[src/rtl/lsu_pkg.sv]
// Shared definitions for the load/store unit: funct3 encodings, FSM states
// and request legality helpers.
package lsu_pkg;

   localparam logic [2:0] F3_B  = 3'b000;
   localparam logic [2:0] F3_H  = 3'b001;
   localparam logic [2:0] F3_W  = 3'b010;
   localparam logic [2:0] F3_BU = 3'b100;
   localparam logic [2:0] F3_HU = 3'b101;

   typedef enum logic [1:0] {IDLE, ACCESS, WRITE, RESP} lsu_state_t;

   function automatic logic is_misaligned(input logic [2:0] funct3, input logic [1:0] addr);
      case (funct3)
         F3_H, F3_HU: is_misaligned = addr[0];
         F3_W:        is_misaligned = |addr;
         default:     is_misaligned = 1'b0;
      endcase
   endfunction

   // Unsigned variants only exist for loads.
   function automatic logic is_illegal(input logic [2:0] funct3, input logic write);
      case (funct3)
         F3_B, F3_H, F3_W: is_illegal = 1'b0;
         F3_BU, F3_HU:     is_illegal = write;
         default:          is_illegal = 1'b1;
      endcase
   endfunction

endpackage

[src/rtl/lsu_lane.sv]
// Byte lane logic: extracts and extends load data from a big-endian RAM word,
// and merges sub-word store data into the word read back for read-modify-write.
module lsu_lane
   import lsu_pkg::*;
(
   input  logic [2:0]  funct3_i,
   input  logic [31:0] rdata_i,
   input  logic [31:0] wdata_i,
   output logic [31:0] load_o,
   output logic [31:0] merge_o
);

   always_comb begin
      load_o  = '0;
      merge_o = wdata_i;
      case (funct3_i)
         F3_B: begin
            load_o  = {{24{rdata_i[31]}}, rdata_i[31:24]};
            merge_o = {wdata_i[7:0], rdata_i[23:0]};
         end
         F3_H: begin
            load_o  = {{16{rdata_i[31]}}, rdata_i[31:16]};
            merge_o = {wdata_i[15:0], rdata_i[15:0]};
         end
         F3_W:    load_o = rdata_i;
         F3_BU:   load_o = {24'h0, rdata_i[31:24]};
         F3_HU:   load_o = {16'h0, rdata_i[31:16]};
         default: load_o = '0;
      endcase
   end

endmodule

[src/rtl/load_store_unit.sv]
// Load/store unit between the core memory stage and a zero-delay big-endian RAM.
// Sub-word stores are done as read (ACCESS) then merged write (WRITE).
module load_store_unit
   import lsu_pkg::*;
#(
   parameter int unsigned dataW       = 32,
   parameter int unsigned RAMAddrSize = 32,
   parameter bit          CheckAlign  = 1'b0
) (
   input  logic                   clock,
   input  logic                   reset,
   input  logic                   ReqValid,
   output logic                   ReqReady,
   input  logic [2:0]             ReqFunct3,
   input  logic                   ReqWrite,
   input  logic [RAMAddrSize-1:0] ReqAddr,
   input  logic [dataW-1:0]       ReqWData,
   output logic                   RespValid,
   input  logic                   RespReady,
   output logic [dataW-1:0]       RespRData,
   output logic                   RespErr,
   output logic [RAMAddrSize-1:0] RAMAddr,
   output logic [dataW-1:0]       DataIn,
   output logic                   RAMWriteControl,
   input  logic [dataW-1:0]       RAMOut
);

   lsu_state_t             state_q;
   logic [2:0]             f3_q;
   logic                   write_q;
   logic [dataW-1:0]       wdata_q;
   logic                   ready_q, valid_q, err_q, wr_q;
   logic [dataW-1:0]       rdata_q, datain_q;
   logic [RAMAddrSize-1:0] ramaddr_q;
   logic [dataW-1:0]       load_d, merge_d;

   lsu_lane u_lane (
      .funct3_i (f3_q),
      .rdata_i  (RAMOut),
      .wdata_i  (wdata_q),
      .load_o   (load_d),
      .merge_o  (merge_d)
   );

   always_ff @(posedge clock or negedge reset) begin
      if (!reset) begin
         state_q   <= IDLE;
         f3_q      <= '0;
         write_q   <= 1'b0;
         wdata_q   <= '0;
         ready_q   <= 1'b1;
         valid_q   <= 1'b0;
         err_q     <= 1'b0;
         wr_q      <= 1'b0;
         rdata_q   <= '0;
         datain_q  <= '0;
         ramaddr_q <= '0;
      end else begin
         case (state_q)
            IDLE: if (ReqValid && ready_q) begin
               f3_q    <= ReqFunct3;
               write_q <= ReqWrite;
               wdata_q <= ReqWData;
               ready_q <= 1'b0;
               rdata_q <= '0;
               err_q   <= 1'b0;
               if (is_illegal(ReqFunct3, ReqWrite) ||
                   (CheckAlign && is_misaligned(ReqFunct3, ReqAddr[1:0]))) begin
                  err_q   <= 1'b1;
                  valid_q <= 1'b1;
                  state_q <= RESP;
               end else begin
                  ramaddr_q <= ReqAddr;
                  state_q   <= ACCESS;
                  // Full-word stores pulse the strobe during ACCESS itself.
                  if (ReqWrite && ReqFunct3 == F3_W) begin
                     datain_q <= ReqWData;
                     wr_q     <= 1'b1;
                  end
               end
            end
            ACCESS: begin
               if (!write_q) begin
                  rdata_q <= load_d;
                  valid_q <= 1'b1;
                  state_q <= RESP;
               end else if (f3_q == F3_W) begin
                  wr_q    <= 1'b0;
                  valid_q <= 1'b1;
                  state_q <= RESP;
               end else begin
                  datain_q <= merge_d;
                  wr_q     <= 1'b1;
                  state_q  <= WRITE;
               end
            end
            WRITE: begin
               wr_q    <= 1'b0;
               valid_q <= 1'b1;
               state_q <= RESP;
            end
            RESP: if (RespReady) begin
               valid_q <= 1'b0;
               ready_q <= 1'b1;
               state_q <= IDLE;
            end
            default: state_q <= IDLE;
         endcase
      end
   end

   assign ReqReady        = ready_q;
   assign RespValid       = valid_q;
   assign RespRData       = rdata_q;
   assign RespErr         = err_q;
   assign RAMAddr         = ramaddr_q;
   assign DataIn          = datain_q;
   assign RAMWriteControl = wr_q;

endmodule

[config.mk]
export PLATFORM = sky130hd
export DESIGN_NAME = load_store_unit
export DESIGN_NICKNAME = d
export VERILOG_FILES = /design/src/rtl/lsu_pkg.sv /design/src/rtl/lsu_lane.sv /design/src/rtl/load_store_unit.sv
export SDC_FILE = /design/constraint.sdc
export NUM_CORES = 1
export LEC_CHECK = 0
export ABC_AREA = 1
export BUFFER_PORTS_ARGS = -buffer_cell sky130_fd_sc_hd__buf_4
export CAP_MARGIN = 10
export CORE_ASPECT_RATIO = 1.2
export CORE_MARGIN = 1.5
export CORE_UTILIZATION = 50
export DETAILED_ROUTE_END_ITERATION = 8
export HOLD_SLACK_MARGIN = 0.1
export PLACE_DENSITY = 0.79
export SYNTH_ARGS = -nofsm -noshare
export SYNTH_HDL_FRONTEND = slang
export SYNTH_SLANG_ARGS = --single-unit
[constraint.sdc]
create_clock -name clock -period 4.5 [get_ports clock]
set_clock_uncertainty 0.05 [all_clocks]
set_input_delay 0.675 -clock clock [delete_from_list [all_inputs] [get_ports clock]]
set_output_delay 0.675 -clock clock [all_outputs]
set_load 0.1 [all_outputs]
==> out/qor.yml <==
crit_chain: "inv_1 > ha_1 > nor2_1 > a21oi_1 > inv_1 > nand2_1 > nand2_1 > nand2_1"
synth_top_area_share: 0.519
ff2ff_path_depth: 8
clock-sinks: 138
layout-drive-gt1-share: 0.233
clk_latency_ns: 0.41
fin_crit_ns: 2.78
cpPeakStageDelay_ns: 0.75
drv_cap: 0
fin_nets: 1171
die_height_um: 129
slew_headroom: 0.223
vias: 6448
h-tree-depth: 4
outcome: "complete, no violations"
post-route-period-util: 0.617
boundaryPins: 204
synth_nets: 991
dp_hpwl_mm: 13.4
fmax_mhz: 360
antenna_found_initial: 0
grt_pass1_vias: 5982
place.gp.congestion: 0.942
die_w_um: 108
slowest_stage: "nand2_1"
post-route-cell-area_um2: 8850
ys_types: 23
end_kind: "register"
dp_slack_ns: 1.65
yosys_warnings: 0
core-area_um2: 12800
wl_per_cell_um: 15.4
ys_seq_area_frac: 0.523
ant_nets: 0
grt_max_degree: 110
area_growth_pct: 34.0
rows: 45
viasPerCell: 5.20
grt_usage: 0.279
clk_path_buf_depth: 2
setup_viol: 0
rsz0062_at_grt: "false"
hold_buffers: 0
tightest_slew_ns: 1.16
n_antenna_cell: 0
hold_class: "input pin to async pin"
grt_pass1_wl_mm: 30.0
crit_type: "register to register"
ys_seq_elements: 138
yosysTopAreaCell: "dfrtp_1"
syn_avg_cell_area_um2: 7.47
finalHoldViolCount: 0
ctsResizeCount: 0
drt_iter0_markers: 550
setup-tns-final_ns: 0
overflow: 0
cts_tree: "done"
dpl_cell_area_um2: 8160
worst-path-max-fanout: 32
postSynthCellCount: 883
clk_pin_slew_ns: 0.06
firstDrtPassIters: 5
path_common_cell: "nand2_1"
post-cts-setup-buffers: 0
slew_violations: 0
n_fill_cell: 1059
root_buffer: "clkbuf_16"
required_ns: 4.80
portBuffers: 203
drc: 0
arrival_ns: 3.08
synth_area_um2: 6600
cts_buffers: 17
start_util: 0.516
start_kind: "register"
worst_slack_ns: 1.72
wirelength_mm: 19.0
dieArea_um2: 13900
synth.area.top_cells: "dfrtp_1 (52%), nand2_1 (25%), nand3_1 (4.9%)"
[metal layers]
layer  part of all wire  vias to the layer above  wire length, um  global-route usage
li1                   -                     3136                -                   -
met1               0.40                     2977             7710               0.365
met2               0.49                      290             9240               0.465
met3              0.086                       45             1630              0.0674
met4              0.024                        0              458              0.0813
met5                  0                        -                0                   0
[worst max-delay path: cells and delay by family, from the launching register on]
| family | cells | cell delay [ns] |
|---|---|---|
| and+or+nand+nor | 4 | 1.17 |
| adders and majority gates | 1 | 0.66 |
| DFF | 1 | 0.41 |
| AOI/OAI and AO/OA | 1 | 0.24 |
| buffers and inverters | 2 | 0.17 |
[flip-flops by register name, summed over array words and instances, names as in the netlist, 2 cells and up]
| register | count |
|---|---|
| DataIn | 32 |
| state_q | 2 |
| f3_q | 3 |
| RAMAddr | 32 |
| RespRData | 32 |
| wdata_q | 32 |
[synthesized netlist by cell type (all sizes together)]
cell / count
buf: 28
a22o: 1
clkinv: 1
nand2: 448
dfstp: 1
a21oi: 22
inv: 58
clkbuf: 21
o21ai: 65
o211ai: 3
dfrtp: 137
o21a: 1
o211a: 1
ha: 4
nand3: 64
nand4: 16
nor2: 12
[final timing paths]
kind	start	to	slack (ns)
max in group asynchronous	reset	ReqReady$_DFFE_PN1P_	3.05
min in group clock	ReqAddr[17]	RAMAddr[17]$_DFFE_PN0P_	0.41
worst min-delay path	reset	RespRData[30]$_DFFE_PN0P_	0.35
worst max-delay path	state_q[1]$_DFFE_PN0P_	DataIn[0]$_DFFE_PN0P_	1.72
worst min register to register	RAMAddr[23]$_DFFE_PN0P_	RAMAddr[23]$_DFFE_PN0P_	0.42
worst max register to register	state_q[1]$_DFFE_PN0P_	DataIn[0]$_DFFE_PN0P_	1.72
[area by class of cell]
cell class              count  area, um2  share of cell area
flip-flops and latches    138       3450               0.390
multi-input cells         637       2700               0.305
well taps                 164        205              0.0232
clock inverters            11        216              0.0245
repair buffers            210       1580               0.179
inverters                  59        221              0.0250
clock buffers              20        467              0.0528
[metrics by stage]
stage          std cells  hold WS [ns]  utilization
2_1_floorplan        883         0.329            -
3_3_place_gp        1208         0.405        0.639
3_5_place_dp        1208         0.409        0.639
4_1_cts             1239         0.386        0.692
5_1_grt             1239         0.406        0.692
6_report            1239         0.345        0.692
[kinds of logic (layout without fill, tap and decap cells)]
group | Yosys count | after routing | share of synthesized area
flip-flops | 138 | 138 | 0.523
buffers and inverters | 108 | 300 | 0.0681
AND/OR/NAND/NOR | 540 | 540 | 0.328
AO/OA/AOI/OAI | 93 | 93 | 0.0734
adder cells (fa/ha/maj) | 4 | 4 | 0.00758
[cells in the final DEF, fill, tap and decap left out, drive strengths merged]
| cell | Yosys | layout |
|---|---|---|
| clkinv | 1 | 3 |
| dfrtp | 137 | 137 |
| o21a | 1 | 1 |
| dfstp | 1 | 1 |
| nand2 | 448 | 448 |
| ha | 4 | 4 |
| inv | 58 | 58 |
| o21ai | 65 | 65 |
| nand4 | 16 | 16 |
| clkinvlp | 0 | 3 |
| o211ai | 3 | 3 |
| clkbuf | 21 | 20 |
| bufinv | 0 | 6 |
| buf | 28 | 210 |
| nor2 | 12 | 12 |
| nand3 | 64 | 64 |
| a22o | 1 | 1 |
| a21oi | 22 | 22 |
| o211a | 1 | 1 |
Power is left out: the tool's default activity adds up to more than one toggle a clock period on the data nets, which glitch-free logic cannot reach.
